===== config.mk =====
export PLATFORM = sky130hd
export DESIGN_NAME = btb_update_sched
export DESIGN_NICKNAME = d
export VERILOG_FILES = /design/src/rtl/btb_update_sched_pkg.sv /design/src/rtl/btb_update_fifo.sv /design/src/rtl/btb_update_sched.sv
export SDC_FILE = /design/constraint.sdc
export NUM_CORES = 1
export LEC_CHECK = 0
export ABC_AREA = 1
export ABC_CLOCK_PERIOD_IN_PS = 9930
export CAP_MARGIN = 20
export CELL_PAD_IN_SITES_DETAIL_PLACEMENT = 2
export CELL_PAD_IN_SITES_GLOBAL_PLACEMENT = 2
export CORE_UTILIZATION = 33
export CTS_CLUSTER_SIZE = 25
export DETAILED_ROUTE_END_ITERATION = 12
export HOLD_SLACK_MARGIN = 0.08
export PLACE_DENSITY_LB_ADDON = 0.1
export RECOVER_POWER = 25
export SLEW_MARGIN = 30
export SYNTH_ARGS = -nofsm -noshare
export SYNTH_HDL_FRONTEND = slang
export SYNTH_SLANG_ARGS = --single-unit

===== constraint.sdc =====
create_clock -name clk -period 9.93 [get_ports clk]
set_clock_uncertainty 0.05 [all_clocks]
set_input_delay 1.986 -clock clk [delete_from_list [all_inputs] [get_ports clk]]
set_output_delay 1.986 -clock clk [all_outputs]
set_load 0.005 [all_outputs]

===== src/rtl/btb_update_sched_pkg.sv =====
// Shared types for the BTB update path: the update record, scheduler states and
// small predicates used by the scheduler and its FIFO.
`ifndef BTB_ENTRIES
`define BTB_ENTRIES 32
`endif

package btb_update_sched_pkg;

    localparam int unsigned BT_ADDR_W = 32;

    typedef struct packed {
        logic [BT_ADDR_W-1:0] src;
        logic [BT_ADDR_W-1:0] dst;
        logic                 clean;
        logic                 multiple;
        logic                 valid;
    } BTUpdate;

    typedef enum logic [1:0] {
        BTS_INIT = 2'd0,
        BTS_RUN  = 2'd1,
        BTS_GAP  = 2'd2
    } BTSchedState_t;

    // Two updates target the same BTB slot in the same mode, so the later one wins.
    function automatic logic bt_coalesce_match(input BTUpdate a, input BTUpdate b);
        return (a.src == b.src) && (a.clean == b.clean);
    endfunction

    // The BTB needs a spare cycle to commit the deferred multiple bit.
    function automatic logic bt_opens_gap(input BTUpdate u);
        return u.valid && !u.clean && u.multiple;
    endfunction

endpackage


===== src/rtl/btb_update_fifo.sv =====
// DEPTH-entry FIFO of BTB updates: two ordered push ports, one pop port,
// in-place overwrite of the tail on a matching src/clean, and flush.
module btb_update_fifo
    import btb_update_sched_pkg::*;
#(
    parameter int DEPTH = 4
) (
    input  logic                  clk,
    input  logic                  rst,
    input  logic                  flush,
    input  logic                  push0,
    input  BTUpdate               data0,
    input  logic                  push1,
    input  BTUpdate               data1,
    input  logic                  pop,
    output BTUpdate               head,
    output logic [$clog2(DEPTH):0] count
);

    localparam int PW = $clog2(DEPTH);
    localparam int CW = PW + 1;

    BTUpdate         mem_r [DEPTH];
    logic [PW-1:0]   rd_ptr_r;
    logic [PW-1:0]   wr_ptr_r;
    logic [CW-1:0]   count_r;

    logic            pop_s;
    logic            tail_ok_s;
    logic            co0_s;
    logic            co1_s;
    logic            adv0_s;
    logic            adv1_s;
    logic [PW-1:0]   wr_base_s;
    logic [PW-1:0]   tail_idx_s;
    logic [PW-1:0]   idx0_s;
    logic [PW-1:0]   idx1_s;
    BTUpdate         tail_s;

    // Write slot selection: coalesce into the tail unless that tail leaves this cycle.
    always_comb begin
        pop_s      = pop && !flush && (count_r != {CW{1'b0}});
        wr_base_s  = flush ? {PW{1'b0}} : wr_ptr_r;
        tail_idx_s = wr_ptr_r - PW'(1'b1);
        tail_s     = mem_r[tail_idx_s];
        tail_ok_s  = !flush && (count_r != {CW{1'b0}}) &&
                     !(pop_s && (count_r == CW'(1'b1)));

        co0_s  = push0 && tail_ok_s && bt_coalesce_match(data0, tail_s);
        adv0_s = push0 && !co0_s;
        idx0_s = co0_s ? tail_idx_s : wr_base_s;

        // The second push sees the first push's entry as its tail.
        if (push0) begin
            co1_s  = push1 && bt_coalesce_match(data1, data0);
            idx1_s = co1_s ? idx0_s : (wr_base_s + PW'(adv0_s));
        end else begin
            co1_s  = push1 && tail_ok_s && bt_coalesce_match(data1, tail_s);
            idx1_s = co1_s ? tail_idx_s : wr_base_s;
        end
        adv1_s = push1 && !co1_s;
    end

    // Storage; push1 lands after push0 so a same-slot overwrite keeps the newer entry.
    always_ff @(posedge clk) begin
        if (push0) begin
            mem_r[idx0_s] <= data0;
        end
        if (push1) begin
            mem_r[idx1_s] <= data1;
        end
    end

    // Pointers and occupancy.
    always_ff @(posedge clk) begin
        if (!rst) begin
            rd_ptr_r <= {PW{1'b0}};
            wr_ptr_r <= {PW{1'b0}};
            count_r  <= {CW{1'b0}};
        end else begin
            rd_ptr_r <= flush ? {PW{1'b0}} : (rd_ptr_r + PW'(pop_s));
            wr_ptr_r <= wr_base_s + PW'(adv0_s) + PW'(adv1_s);
            count_r  <= (flush ? {CW{1'b0}} : count_r) - CW'(pop_s) + CW'(adv0_s) + CW'(adv1_s);
        end
    end

    assign head  = mem_r[rd_ptr_r];
    assign count = count_r;

endmodule


===== src/rtl/btb_update_sched.sv =====
// Schedules branch-resolution and decoder updates onto the BTB's single update
// port, holding off during the BTB clearing sweep and after multiple updates.
module btb_update_sched
    import btb_update_sched_pkg::*;
#(
    parameter int DEPTH       = 4,
    parameter int INIT_CYCLES = `BTB_ENTRIES
) (
    input  logic    clk,
    input  logic    rst,
    input  logic    IN_flush,
    input  BTUpdate IN_brUpd,
    output logic    OUT_brReady,
    input  BTUpdate IN_decUpd,
    output logic    OUT_decReady,
    output BTUpdate OUT_btUpdate,
    output logic    OUT_busy
);

    localparam int CW = $clog2(DEPTH) + 1;
    localparam int NW = $clog2(INIT_CYCLES + 1);

    BTSchedState_t   state_r;
    logic [NW-1:0]   init_cnt_r;
    BTUpdate         out_r;

    logic [CW-1:0]   count_s;
    logic [CW-1:0]   free_s;
    logic [CW-1:0]   dec_need_s;
    BTUpdate         head_s;
    BTUpdate         issue_s;
    logic            active_s;
    logic            run_s;
    logic            empty_eff_s;
    logic            br_acc_s;
    logic            dec_acc_s;
    logic            pop_s;
    logic            byp_br_s;
    logic            byp_dec_s;
    logic            push0_s;
    logic            push1_s;

    // Acceptance, bypass and issue selection, all from pre-pop occupancy.
    always_comb begin
        active_s     = (state_r != BTS_INIT);
        run_s        = (state_r == BTS_RUN);
        free_s       = CW'(DEPTH) - count_s;
        dec_need_s   = CW'(1'b1) + CW'(IN_brUpd.valid);
        OUT_brReady  = active_s && (free_s >= CW'(1'b1));
        OUT_decReady = active_s && (free_s >= dec_need_s);

        br_acc_s    = IN_brUpd.valid && OUT_brReady;
        dec_acc_s   = IN_decUpd.valid && OUT_decReady && !IN_flush;
        empty_eff_s = IN_flush || (count_s == {CW{1'b0}});

        // A flushed head is dropped, so the flush cycle behaves like an empty FIFO.
        pop_s     = run_s && !empty_eff_s;
        byp_br_s  = run_s && empty_eff_s && br_acc_s;
        byp_dec_s = run_s && empty_eff_s && !br_acc_s && dec_acc_s;
        push0_s   = br_acc_s && !byp_br_s;
        push1_s   = dec_acc_s && !byp_dec_s;

        if (pop_s) begin
            issue_s = head_s;
        end else if (byp_br_s) begin
            issue_s = IN_brUpd;
        end else if (byp_dec_s) begin
            issue_s = IN_decUpd;
        end else begin
            issue_s = '0;
        end
        issue_s.valid = pop_s || byp_br_s || byp_dec_s;
    end

    btb_update_fifo #(
        .DEPTH (DEPTH)
    ) u_fifo (
        .clk   (clk),
        .rst   (rst),
        .flush (IN_flush),
        .push0 (push0_s),
        .data0 (IN_brUpd),
        .push1 (push1_s),
        .data1 (IN_decUpd),
        .pop   (pop_s),
        .head  (head_s),
        .count (count_s)
    );

    // Scheduler state machine and the registered BTB update.
    always_ff @(posedge clk) begin
        if (!rst) begin
            state_r    <= BTS_INIT;
            init_cnt_r <= {NW{1'b0}};
            out_r      <= '0;
        end else begin
            case (state_r)
                BTS_INIT: begin
                    out_r <= '0;
                    if (init_cnt_r == NW'(INIT_CYCLES - 1)) begin
                        state_r <= BTS_RUN;
                    end else begin
                        init_cnt_r <= init_cnt_r + NW'(1'b1);
                    end
                end
                BTS_RUN: begin
                    out_r <= issue_s;
                    if (bt_opens_gap(issue_s)) begin
                        state_r <= BTS_GAP;
                    end else begin
                        state_r <= BTS_RUN;
                    end
                end
                BTS_GAP: begin
                    out_r   <= '0;
                    state_r <= BTS_RUN;
                end
                default: begin
                    out_r      <= '0;
                    state_r    <= BTS_INIT;
                    init_cnt_r <= {NW{1'b0}};
                end
            endcase
        end
    end

    assign OUT_btUpdate = out_r;
    assign OUT_busy     = (state_r == BTS_INIT) || (count_s != {CW{1'b0}}) || out_r.valid;

endmodule

Yosys cells after proc, flatten, opt, wreduce, memory -nomap -nowiden
Memories as Yosys holds them, arrays and structs flattened. A register that Yosys moved wholly into a read port is not among the register bits.
Index checks and enable logic that the tools add are counted.
{ "totals": {"register_bits": 82, "wordCells": 108, "ramBits": 268, "n_memories": 1, "output_inout_bits": 70, "inputBits": 137} }
{ "op_classes": {"n_bitwise": 2, "n_eq_ne": 12, "reduce_logical": 51, "muxes": 20, "n_addsub": 10, "n_lt_le_gt_ge": 2} }
{ "memory_table": {"columns": ["memory", "words", "word_bits", "read_ports", "rd_ports_with_merged_regs", "write_ports", "line_no", "rtl"], "rows": [
  ["u_fifo.mem_r", 4, 67, 2, 1, 2, "btb_update_fifo.sv:23", "BTUpdate mem_r [DEPTH];"]
]} }
{ "op_table": {"columns": ["cell", "count"], "rows": [
  ["$mux 67", 3],
  ["$eq 32x32->1", 3],
  ["$logic_and 1x1->1", 29],
  ["$mux 2", 8],
  ["$pmux 6 s2", 1],
  ["$logic_not 1->1", 9],
  ["$add 2x1->2", 3],
  ["$add 3x1->3", 2],
  ["$add 6x1->6 const B", 1],
  ["$eq 6x5->1 const B", 1],
  ["$mux 6", 1],
  ["$pmux 2 s3", 1],
  ["$logic_or 1x1->1", 5],
  ["$mux 1", 5],
  ["$ne 2x2->1 const B", 2],
  ["$reduce_and 2->1", 2],
  ["$reduce_or 2->1", 2],
  ["$eq 1x1->1", 3],
  ["$eq 3x1->1 const B", 1],
  ["$ge 3x1->1 const B", 1],
  ["$ge 3x2->1", 1],
  ["$logic_not 3->1", 1],
  ["$mux 3", 1],
  ["$reduce_bool 3->1", 1],
  ["other kinds (9)", 10]
]} }

Depth between registers and ports, before layout
{ "depth": {"word_depth": 16, "mapped_depth": 27} }

Cells and area by module
A second synthesis with hierarchy kept.
{ "hier_totals": {"cells_unflattened": 2884, "area_unflattened_um2": 20975.1} }
{ "modules_own_cells": {"columns": ["module", "area_per_inst_um2", "n_inst", "cells_each", "seq_area_each_um2"], "rows": [
  ["btb_update_fifo", 17605.6, 1, 2423, 8187.9],
  ["btb_update_sched", 3369.5, 1, 461, 1501.4]
]} }

Worst setup path before layout
No wires, ideal clock.
{ "synth_path": {"path_type": "input to register", "startpoint": "in IN_brUpd[47] in the netlist's numbering", "endpoint": "mem u_fifo.mem_r[1][10] in the netlist's numbering, enable pin", "path_buffers": 4, "slack_ps": 2181, "cell_stages": 18, "setup_time_ps": 513, "t_arrival_ps": 7185, "required_ps": 9367, "path_cell_list": "clkbuf_1 > inv_1 > nand2_1 > nand2_1 > nor2_1 > nand2_1 > nor2_1 > nand2_1 > nor2_1 > a21oi_1 > ha_1 > a21oi_1 > nand2_1 > nand2_2 > buf_6 > buf_4 > buf_2 > o22ai_1"} }
{ "synth_rtl": {"columns": ["item", "line_no", "rtl"], "rows": [
  ["from (decl)", "btb_update_sched.sv:12", "input BTUpdate IN_brUpd,"],
  ["to (decl)", "btb_update_fifo.sv:23", null]
]} }

==> impl_metrics.env <==
export IMPL_result_of_the_run="complete, but fails checks"
export IMPL_violations="capacitance limit, slew limit"
export IMPL_dr_total_vias=21405
export IMPL_pre_cts_slack_ns=2.206
export IMPL_drv_slew=222
export IMPL_fraction_of_final_layout_cells_with_drive_strength_greater_than_1_pct=4.408
export IMPL_flow_area_growth_from_synthesis_pct=18.02
export IMPL_synth_most_common_cell="sky130_fd_sc_hd__nand2_1"
export IMPL_postCtsSetupRepairBufs=0
export IMPL_cts_hold_buf=0
export IMPL_finalSetupViolCount=0
export IMPL_core_area_um2=63200
export IMPL_grt_start_max_net_pins=104
export IMPL_type_of_element_launching_the_critical_path="primary input"
export IMPL_vdd_ir_drop_max_mv=0.1049
export IMPL_initial_core_util_pct=33.49
export IMPL_final_hold_viol_count=0
export IMPL_synth_seq_area_share_pct=45.21
export IMPL_synth_fp_nets=3062
export IMPL_clock_latency_ns=0.59
export IMPL_final_gp_congestion=0.9323
export IMPL_timing_max_cap_violations=5
export IMPL_leakage_nw=10.02
export IMPL_clock_sinks=346
export IMPL_placement_io_buffers=206
export IMPL_fmaxAchievable_ghz=0.1259
export IMPL_drtAntennaViolNets=0
export IMPL_netlist_cell_type_count=42
export IMPL_first_pass_drt_iterations=4
export IMPL_grt_remaining_overflow=0
export IMPL_synth_top_cell_area_share_pct=37.46
export IMPL_detail_route_iter0_violations=1006
export IMPL_synthesis_area_um2=21170
export IMPL_yosys_top_cells_area="sky130_fd_sc_hd__edfxtp_1 (37%), sky130_fd_sc_hd__nand2_1 (20%), sky130_fd_sc_hd__dfxtp_1 (7.8%), sky130_fd_sc_hd__o21ai_0 (6.1%), sky130_fd_sc_hd__nand4_1 (4.2%)"
export IMPL_die_height_um=255.3
export IMPL_drcViolationCount=0
export IMPL_crit_fanout=103
export IMPL_cts_buffers=44
export IMPL_floorplan_die_area_um2=65160
export IMPL_number_of_antenna_violations_at_the_first_check_in_global_routing=5
export IMPL_avgViaCountPerCell=5.602
export IMPL_crit_required_ns=10.33
export IMPL_worst_slew_margin_pct=-66.89
export IMPL_finalWorstSetupSlack_ns=1.986
export IMPL_post_synth_cell_area_avg_um2=7.278
export IMPL_finalInstanceArea_um2=24980
export IMPL_ioPinCount=207
export IMPL_arrival_ns=8.34
export IMPL_fp_dieW_um=255.3
export IMPL_drt_wirelength_per_cell_um=24.50
export IMPL_grt_first_pass_wirelength_um=141900
export IMPL_hpwl_um=59340
export IMPL_hold_path_class="flop to flop"
export IMPL_clkTransAtPathRegs_ns=0.06
export IMPL_ys_ff_latch=346
export IMPL_synth_top_cells_by_count="sky130_fd_sc_hd__nand2_1 (1,141), sky130_fd_sc_hd__edfxtp_1 (264), sky130_fd_sc_hd__o21ai_0 (258)"
export IMPL_syn_inst=2908
export IMPL_synthDominantAreaCellType="sky130_fd_sc_hd__edfxtp_1"
export IMPL_final_hold_worst_slack_ns=0.4427
export IMPL_async_reset_ff_share_pct=0
export IMPL_portion_of_the_clock_cycle_consumed_by_the_worst_path_in_the_final_layout_pct=80.00
export IMPL_ctsRootBufferMaster="sky130_fd_sc_hd__clkbuf_16"
export IMPL_grt_usage_pct=28.82
export IMPL_cts_root_to_sink_buffers=3
export IMPL_first_global_vias=23692
export IMPL_power_per_cell_area_nw_per_um2=150.6
export IMPL_setup_worst_path_class="primary input to flop"
export IMPL_synth_edf_count=264
export IMPL_placed_cell_area_um2=23570
export IMPL_crit_end_element="flop"
export IMPL_synthesis_yosys_warnings=0
export IMPL_final_net_count=3090
export IMPL_yosys_most_used_dff="sky130_fd_sc_hd__edfxtp_1"
export IMPL_final_min_clock_period_ns=7.944
export IMPL_setup_tns_ns=0
export IMPL_tritoncts_clock_tree="yes"
export IMPL_design_power_total_mw=3.763
export IMPL_core_rowCount=92
export IMPL_worst_slew_pin_transition_ns=2.503
export IMPL_cts_repair_resize_count=0
export IMPL_unrepaired_setup_endpoints_after_global_routing="false"
export IMPL_drt_total_wl_um=93620
export IMPL_cts_max_level=2
-- logic make-up after synthesis --
| family | after synthesis | synth area share [%] |
|---|---|---|
| adder cells (fa/ha/maj) | 17 | 1.076 |
| buffers and inverters | 399 | 8.046 |
| XOR/XNOR | 41 | 1.697 |
| flip-flops | 346 | 45.21 |
| AND/OR/NAND/NOR | 1678 | 33.13 |
| AO/OA/AOI/OAI | 427 | 10.84 |
-- routing by layer --
layer  up-vias  part of all wire (%)  wire (µm)  GRT usage, %
met5         -                 0.018         17             0
met2       408                    52      48740         53.42
met3       146                   3.1       2947         2.858
li1       9755                     -          -             -
met1     11094                    42      39530         34.83
met4         2                   2.5       2377         8.794
-- worst paths after layout --
path | startpoint | endpoint | slack, ns | cells after the start
setup reg to reg | u_fifo.wr_ptr_r[0]$_SDFF_PN0_ | u_fifo.mem_r[3][24]$_DFFE_PP_ | 2.55 | 24
hold / removal | init_cnt_r[0]$_SDFFE_PN0P_ | init_cnt_r[0]$_SDFFE_PN0P_ | 0.44 | 1
hold reg to reg | init_cnt_r[0]$_SDFFE_PN0P_ | init_cnt_r[0]$_SDFFE_PN0P_ | 0.44 | 1
setup / recovery | IN_brUpd[0] | u_fifo.mem_r[2][15]$_DFFE_PP_ | 1.99 | 19
-- critical path: stages --
cell and delay [ns]:
sky130_fd_sc_hd__dlygate4sd3_1 0.60, sky130_fd_sc_hd__inv_1 0.09, sky130_fd_sc_hd__ha_1 0.29, sky130_fd_sc_hd__o21ai_0 0.09, sky130_fd_sc_hd__nand3b_1 0.11, sky130_fd_sc_hd__nand3_1 0.15
sky130_fd_sc_hd__nor2_1 1.27, sky130_fd_sc_hd__buf_16 0.25, sky130_fd_sc_hd__inv_1 0.07, sky130_fd_sc_hd__nor3_1 0.17, sky130_fd_sc_hd__nand2_1 0.15, sky130_fd_sc_hd__inv_1 0.09
sky130_fd_sc_hd__nand3_1 0.15, sky130_fd_sc_hd__nand2_1 0.20, sky130_fd_sc_hd__nand2_8 0.45, sky130_fd_sc_hd__nand3_4 0.23, sky130_fd_sc_hd__clkbuf_2 1.62, sky130_fd_sc_hd__nand2_1 0.16
sky130_fd_sc_hd__nand2_1 0.17
-- cells in the final DEF, fill, tap and decap left out, types with 3 or more instances in the layout --
master,instances
sky130_fd_sc_hd__nand2_2,5
sky130_fd_sc_hd__nor2_1,183
sky130_fd_sc_hd__clkbuf_16,45
sky130_fd_sc_hd__xor2_1,19
sky130_fd_sc_hd__nor3b_1,3
sky130_fd_sc_hd__nand3_1,159
sky130_fd_sc_hd__a21oi_1,48
sky130_fd_sc_hd__clkbuf_1,13
sky130_fd_sc_hd__buf_4,19
sky130_fd_sc_hd__clkbuf_8,7
sky130_fd_sc_hd__o21ai_1,11
sky130_fd_sc_hd__clkinv_1,4
sky130_fd_sc_hd__a22oi_1,5
sky130_fd_sc_hd__nor2_4,3
sky130_fd_sc_hd__clkdlybuf4s50_1,134
sky130_fd_sc_hd__o22ai_1,34
sky130_fd_sc_hd__buf_12,4
sky130_fd_sc_hd__nand2_4,3
sky130_fd_sc_hd__o21ai_0,258
sky130_fd_sc_hd__nand2_1,1140
sky130_fd_sc_hd__ha_1,15
sky130_fd_sc_hd__clkinv_2,11
sky130_fd_sc_hd__inv_1,136
sky130_fd_sc_hd__diode_2,3
sky130_fd_sc_hd__o21ai_4,3
sky130_fd_sc_hd__xnor2_1,22
sky130_fd_sc_hd__dlygate4sd3_1,72
sky130_fd_sc_hd__nor3_1,18
sky130_fd_sc_hd__a31oi_1,61
sky130_fd_sc_hd__inv_2,4
sky130_fd_sc_hd__buf_6,3
sky130_fd_sc_hd__nand3b_1,11
sky130_fd_sc_hd__edfxtp_1,264
sky130_fd_sc_hd__dfxtp_1,79
sky130_fd_sc_hd__nand4_1,141
-- stage by stage --
| stage | utilization, % | cells |
|---|---|---|
| finish | 39.53 | 3821 |
| global route | 39.53 | 3821 |
| CTS | 39.54 | 3817 |
| detailed placement | 37.30 | 3735 |
| global placement | 37.20 | 3733 |
| floorplan | - | 2908 |
-- registers in the layout, summed over array words and instances, names as in the netlist --
register,count
OUT_btUpdate,67
state_r,2
u_fifo.rd_ptr_r,2
u_fifo.wr_ptr_r,2
u_fifo.count,3
u_fifo.mem_r,264
init_cnt_r,6
-- power by group --
group | internal (mW) | leakage, nW | switching [mW]
Clock | 0.918 | 0.701 | 0.683
Sequential | 1.59 | 3.04 | 0.0110
Combinational | 0.163 | 6.27 | 0.401
Total | 2.67 | 10.0 | 1.09
-- final cells by class --
type	instances	area, µm²
diodes	3	7.507
clock buffers	63	1264
clock inverters	19	151.4
fillers	7182	38220
inverters	143	543.0
multi-input cells	2163	9990
flip-flops and latches	346	9575
well taps	846	1059
repair buffers	238	2391
No activity file was read; power rests on OpenSTA's default activity.
